===== src/rtl/nbody_step_scheduler.sv =====
// Timestep sequencer: clears accelerations, walks every unordered body pair
// through the force unit, then every body through the integration unit.
module nbody_step_scheduler #(
  parameter int unsigned MAX_BODIES = 10,
  parameter int unsigned IDX_W      = 4
) (
  input  logic             CLK,
  input  logic             RESET,
  input  logic             START,
  input  logic [31:0]      NUM_BODIES,
  output logic             CLEAR_ACCS,
  output logic             PAIR_VALID,
  input  logic             PAIR_READY,
  output logic [IDX_W-1:0] PAIR_I,
  output logic [IDX_W-1:0] PAIR_J,
  input  logic             FORCE_IDLE,
  output logic             INT_VALID,
  input  logic             INT_READY,
  output logic [IDX_W-1:0] INT_IDX,
  input  logic             INT_IDLE,
  output logic             BUSY,
  output logic             DONE,
  output logic [15:0]      STEP_COUNT
);

  localparam int unsigned CNT_W = IDX_W + 1;

  typedef enum logic [2:0] {
    S_IDLE,
    S_CLEAR,
    S_PAIRS,
    S_DRAIN_F,
    S_INTEG,
    S_DRAIN_I,
    S_DONE
  } state_t;

  state_t           state, next_state;
  logic             start_q;
  logic             rise;
  logic [CNT_W-1:0] count;
  logic [CNT_W-1:0] n_clamped;
  logic [CNT_W-1:0] last;
  logic [IDX_W-1:0] pi, pj, ii;
  logic [15:0]      steps;
  logic             pair_fire, int_fire;
  logic             pj_end, pi_end, ii_end;

  assign rise      = START & ~start_q;
  // Clamp decision uses the full 32-bit count so huge values never alias small ones.
  assign n_clamped = (NUM_BODIES > 32'(MAX_BODIES)) ? CNT_W'(MAX_BODIES)
                                                    : NUM_BODIES[CNT_W-1:0];
  assign last      = count - CNT_W'(1);
  assign pair_fire = PAIR_VALID & PAIR_READY;
  assign int_fire  = INT_VALID & INT_READY;
  assign pj_end    = ({1'b0, pj} == last);
  assign pi_end    = ({1'b0, pi} == (last - CNT_W'(1)));
  assign ii_end    = ({1'b0, ii} == last);

  assign PAIR_I     = pi;
  assign PAIR_J     = pj;
  assign INT_IDX    = ii;
  assign STEP_COUNT = steps;

  always_ff @(posedge CLK) begin
    if (RESET) state <= S_IDLE;
    else       state <= next_state;
  end

  always_comb begin
    next_state = state;
    CLEAR_ACCS = 1'b0;
    PAIR_VALID = 1'b0;
    INT_VALID  = 1'b0;
    BUSY       = 1'b1;
    DONE       = 1'b0;
    unique case (state)
      S_IDLE: begin
        BUSY = 1'b0;
        if (rise) next_state = (n_clamped == '0) ? S_DONE : S_CLEAR;
      end
      S_CLEAR: begin
        CLEAR_ACCS = 1'b1;
        next_state = (count >= CNT_W'(2)) ? S_PAIRS : S_INTEG;
      end
      S_PAIRS: begin
        PAIR_VALID = 1'b1;
        if (pair_fire && pj_end && pi_end) next_state = S_DRAIN_F;
      end
      S_DRAIN_F: begin
        if (FORCE_IDLE) next_state = S_INTEG;
      end
      S_INTEG: begin
        INT_VALID = 1'b1;
        if (int_fire && ii_end) next_state = S_DRAIN_I;
      end
      S_DRAIN_I: begin
        if (INT_IDLE) next_state = S_DONE;
      end
      S_DONE: begin
        BUSY = 1'b0;
        DONE = 1'b1;
        if (!START) next_state = S_IDLE;
      end
      default: next_state = S_IDLE;
    endcase
  end

  always_ff @(posedge CLK) begin
    if (RESET) begin
      start_q <= 1'b0;
      count   <= '0;
      pi      <= '0;
      pj      <= '0;
      ii      <= '0;
      steps   <= '0;
    end else begin
      start_q <= START;
      if (state == S_IDLE && rise) count <= n_clamped;
      if (state == S_CLEAR) begin
        pi <= '0;
        pj <= IDX_W'(1);
        ii <= '0;
      end
      if (pair_fire) begin
        if (pj_end) begin
          pi <= pi + IDX_W'(1);
          pj <= pi + IDX_W'(2);
        end else begin
          pj <= pj + IDX_W'(1);
        end
      end
      if (int_fire && !ii_end) ii <= ii + IDX_W'(1);
      if (next_state == S_DONE && state != S_DONE) steps <= steps + 16'd1;
    end
  end

endmodule


===== config.mk =====
export PLATFORM = sky130hd
export DESIGN_NAME = nbody_step_scheduler
export DESIGN_NICKNAME = d
export VERILOG_FILES = /design/src/rtl/nbody_step_scheduler.sv
export SDC_FILE = /design/constraint.sdc
export NUM_CORES = 1
export LEC_CHECK = 0
export BUFFER_PORTS_ARGS = -buffer_cell sky130_fd_sc_hd__clkbuf_2
export CAP_MARGIN = 20
export CORE_MARGIN = 4
export CORE_UTILIZATION = 52
export DETAILED_ROUTE_END_ITERATION = 7
export GPL_ROUTABILITY_DRIVEN = 1
export PLACE_DENSITY = 0.77
export SLEW_MARGIN = 0
export SYNTH_ARGS = -nofsm -noshare
export SYNTH_HDL_FRONTEND = slang
export SYNTH_SLANG_ARGS = --single-unit

===== constraint.sdc =====
create_clock -name CLK -period 2.75 [get_ports CLK]
set_input_delay 0.55 -clock CLK [delete_from_list [all_inputs] [get_ports CLK]]
set_output_delay 0.55 -clock CLK [all_outputs]
set_load 0.02 [all_outputs]

==> flow_metrics.py <==
metrics = {
    "run_status": {
        "status": "finished clean",
    },
    "logic_synthesis": {
        "syn_nets": 348,
        "synth_most_common_cell": "dfxtp_1",
        "synth_area_leader_cell": "dfxtp_1",
        "synth_common_cells": "dfxtp_1 (37), nor2_1 (32), nand2_1 (27)",
        "ys_types": 54,
        "synthFlopType": "dfxtp_1",
        "synth_cells": 301,
        "synth_edf_count": 0,
        "yosysWarnings": 0,
        "syn_avg_cell_area_sq_um": 8.38,
        "ys_seq_area_share_pct": 29.4,
        "yosys-top-cells-area": "dfxtp_1 (29%), nor2_1 (4.8%), mux2_1 (4.5%)",
        "synth-seq-cells": 37,
        "syn-cell-area_sq_um": 2520,
        "synth_top_area_share_pct": 29.4,
        "synthArstFlopShare_pct": 0,
    },
    "layout": {
        "area_growth_pct": 20.9,
        "drive_gt1_share_pct": 28.2,
        "postLayoutCoreUtil_pct": 64.6,
        "nets": 419,
        "antenna_cells": 0,
        "fin_area_sq_um": 3050,
    },
    "global_route": {
        "grt-ovfl-total": 0,
        "grt_pass1_wl_um": 10300,
        "first_global_vias": 2210,
        "track_usage_pct": 20.8,
        "antenna_found_initial": 0,
        "grt_max_degree": 28,
    },
    "sta": {
        "fin_crit_ns": 2.31,
        "rsz0062_at_grt": "false",
        "hold_viol_final": 0,
        "fmax_ghz": 0.433,
        "fin_crit_sh_pct": 84.1,
        "slew_headroom_pct": 60.5,
        "drv_slew": 0,
        "finalHoldWorstSlack_ns": 0.506,
        "setup_viol": 0,
        "worst_slew_pin_slew_ns": 0.590,
        "skew_ns": 0.0111,
        "fin_setup_tns_ns": 0,
        "fin_ws_ns": 0.439,
    },
    "floorplan": {
        "core_sq_um": 4720,
        "fp.dieH_um": 77.7,
        "die_w_um": 77.7,
        "die_area_sq_um": 6030,
        "initial_core_util_pct": 53.4,
        "io_pins": 72,
        "num_rows": 25,
    },
    "clocking": {
        "cts_tree": "yes",
        "postCtsHoldBufs": 0,
        "cts_max_path_buffers": 2,
        "insertion_delay_ns": 0.30,
        "postCtsSetupRepairBufs": 0,
        "clk_pin_slew_ns": 0.08,
        "cts_made_buffers": 5,
        "root_buffer": "clkbuf_8",
        "cts_resized": 0,
        "cts_max_level": 2,
        "cts_sinks": 37,
    },
    "route": {
        "vias": 2445,
        "vias_per_cell": 5.56,
        "routed_wl_um": 6160,
        "antenna_left": 0,
        "drc": 0,
        "drtPass1Iterations": 4,
        "drt-initial-drc-count": 110,
        "wl_per_cell_um": 14.0,
    },
    "critical_path": {
        "cp-start-kind": "flop",
        "required_ns": 2.95,
        "setup.worst_path.end_class": "flop",
        "crit_fanout": 6,
        "crit_type": "flop to flop",
        "worst-endpoint-arrival_ns": 2.51,
    },
    "placed_design": {
        "dp_hpwl_um": 4790,
        "port_buffers": 71,
        "gp_congestion": 0.855,
        "post_dp_cell_area_sq_um": 2950,
        "place_ws_ns": 0.158,
    },
    "job": {
        "cap_violations": 0,
    },
    "hold_path": {
        "worstHoldPathType": "input port to flop",
    },
    "power": {
        "leakage_nw": 1.40,
        "ir_drop_mv": 0.248,
        "powerDensity_nw_per_um2": 389,
    },
}
==> placed cells by master (no fill, tap or decap), types with 3 or more instances in the layout <==
master and instances:
inv_1 9, nor4_1 8, nor2_1 32, dfxtp_1 37, a211oi_1 4, buf_4 6, clkbuf_2 71, clkbuf_8 6
nor2b_1 18, a31o_2 4, a22oi_1 3, or3_1 5, nor3_1 9, or4_1 3, o21ai_0 3, mux2i_1 3
nand2_1 27, mux2_1 10, nand4_1 5, a21oi_1 22, nand3_1 15, xor2_1 6, nor3b_1 3, xnor2_1 5
and3_1 5, o21ai_1 3, ha_1 8, mux2_2 5
==> critical path: stages (launching register included) <==
cell and delay, ns:
dfxtp_1 0.44, inv_1 0.10, ha_1 0.41, xor2_1 0.20, nand3_1 0.19, or3_1 0.48
mux2i_1 0.15, a221oi_1 0.24
==> worst paths after layout <==
kind	from	end	depth (start not counted)	slack [ns]
setup / recovery	count[1]	PAIR_J[0]	7	0.44
hold reg to reg	count[4]	count[4]	1	0.54
setup reg to reg	count[1]	PAIR_J[0]	7	0.44
hold / removal	START	start_q	2	0.51
==> per-layer routing <==
| metal | track usage, % | vias up | wire length, um |
|---|---|---|---|
| met2 | 36.8 | 56 | 3090 |
| met5 | 0 | - | 0 |
| met3 | 4.29 | 6 | 260 |
| met1 | 25.5 | 1141 | 2750 |
| met4 | 5.52 | 0 | 61 |
| li1 | - | 1242 | - |
==> where the power goes <==
group          switching [mW]  internal (mW)
sequential             0.0154          0.546
clock                   0.205          0.203
combinational           0.121         0.0958
==> cell type report <==
cell class | count | area (sq um)
clock buffers | 6 | 82.6
fillers | 425 | 1670
inverters | 9 | 33.8
well taps | 67 | 83.8
repair buffers | 77 | 400
flip-flops and latches | 37 | 741
multi-input cells | 242 | 1700
clock inverters | 2 | 13.8
==> kinds of logic (layout without fill, tap and decap cells) <==
family,after synthesis,in the layout,share of synthesized area [%]
flops,37,37,29.4
xor+xnor,15,15,7.49
mux,18,18,7.88
buf+inv,22,94,3.47
fa+ha+maj,8,8,3.97
simple gates,143,143,31.5
compound gates,58,58,16.4
==> stage by stage <==
stage	total power [mW]	instances
2_1_floorplan	0.717	301
3_3_place_gp	0.786	432
3_5_place_dp	0.790	432
4_1_cts	1.19	440
5_1_grt	1.24	440
6_report	1.19	440
==> sequential cells by signal (all words and copies together), names as in the netlist <==
| signal | count |
|---|---|
| STEP_COUNT | 16 |
| state | 3 |
| start_q | 1 |
| count | 5 |
| PAIR_I | 4 |
| PAIR_J | 4 |
| INT_IDX | 4 |
Power figures use the tool's default switching activity.
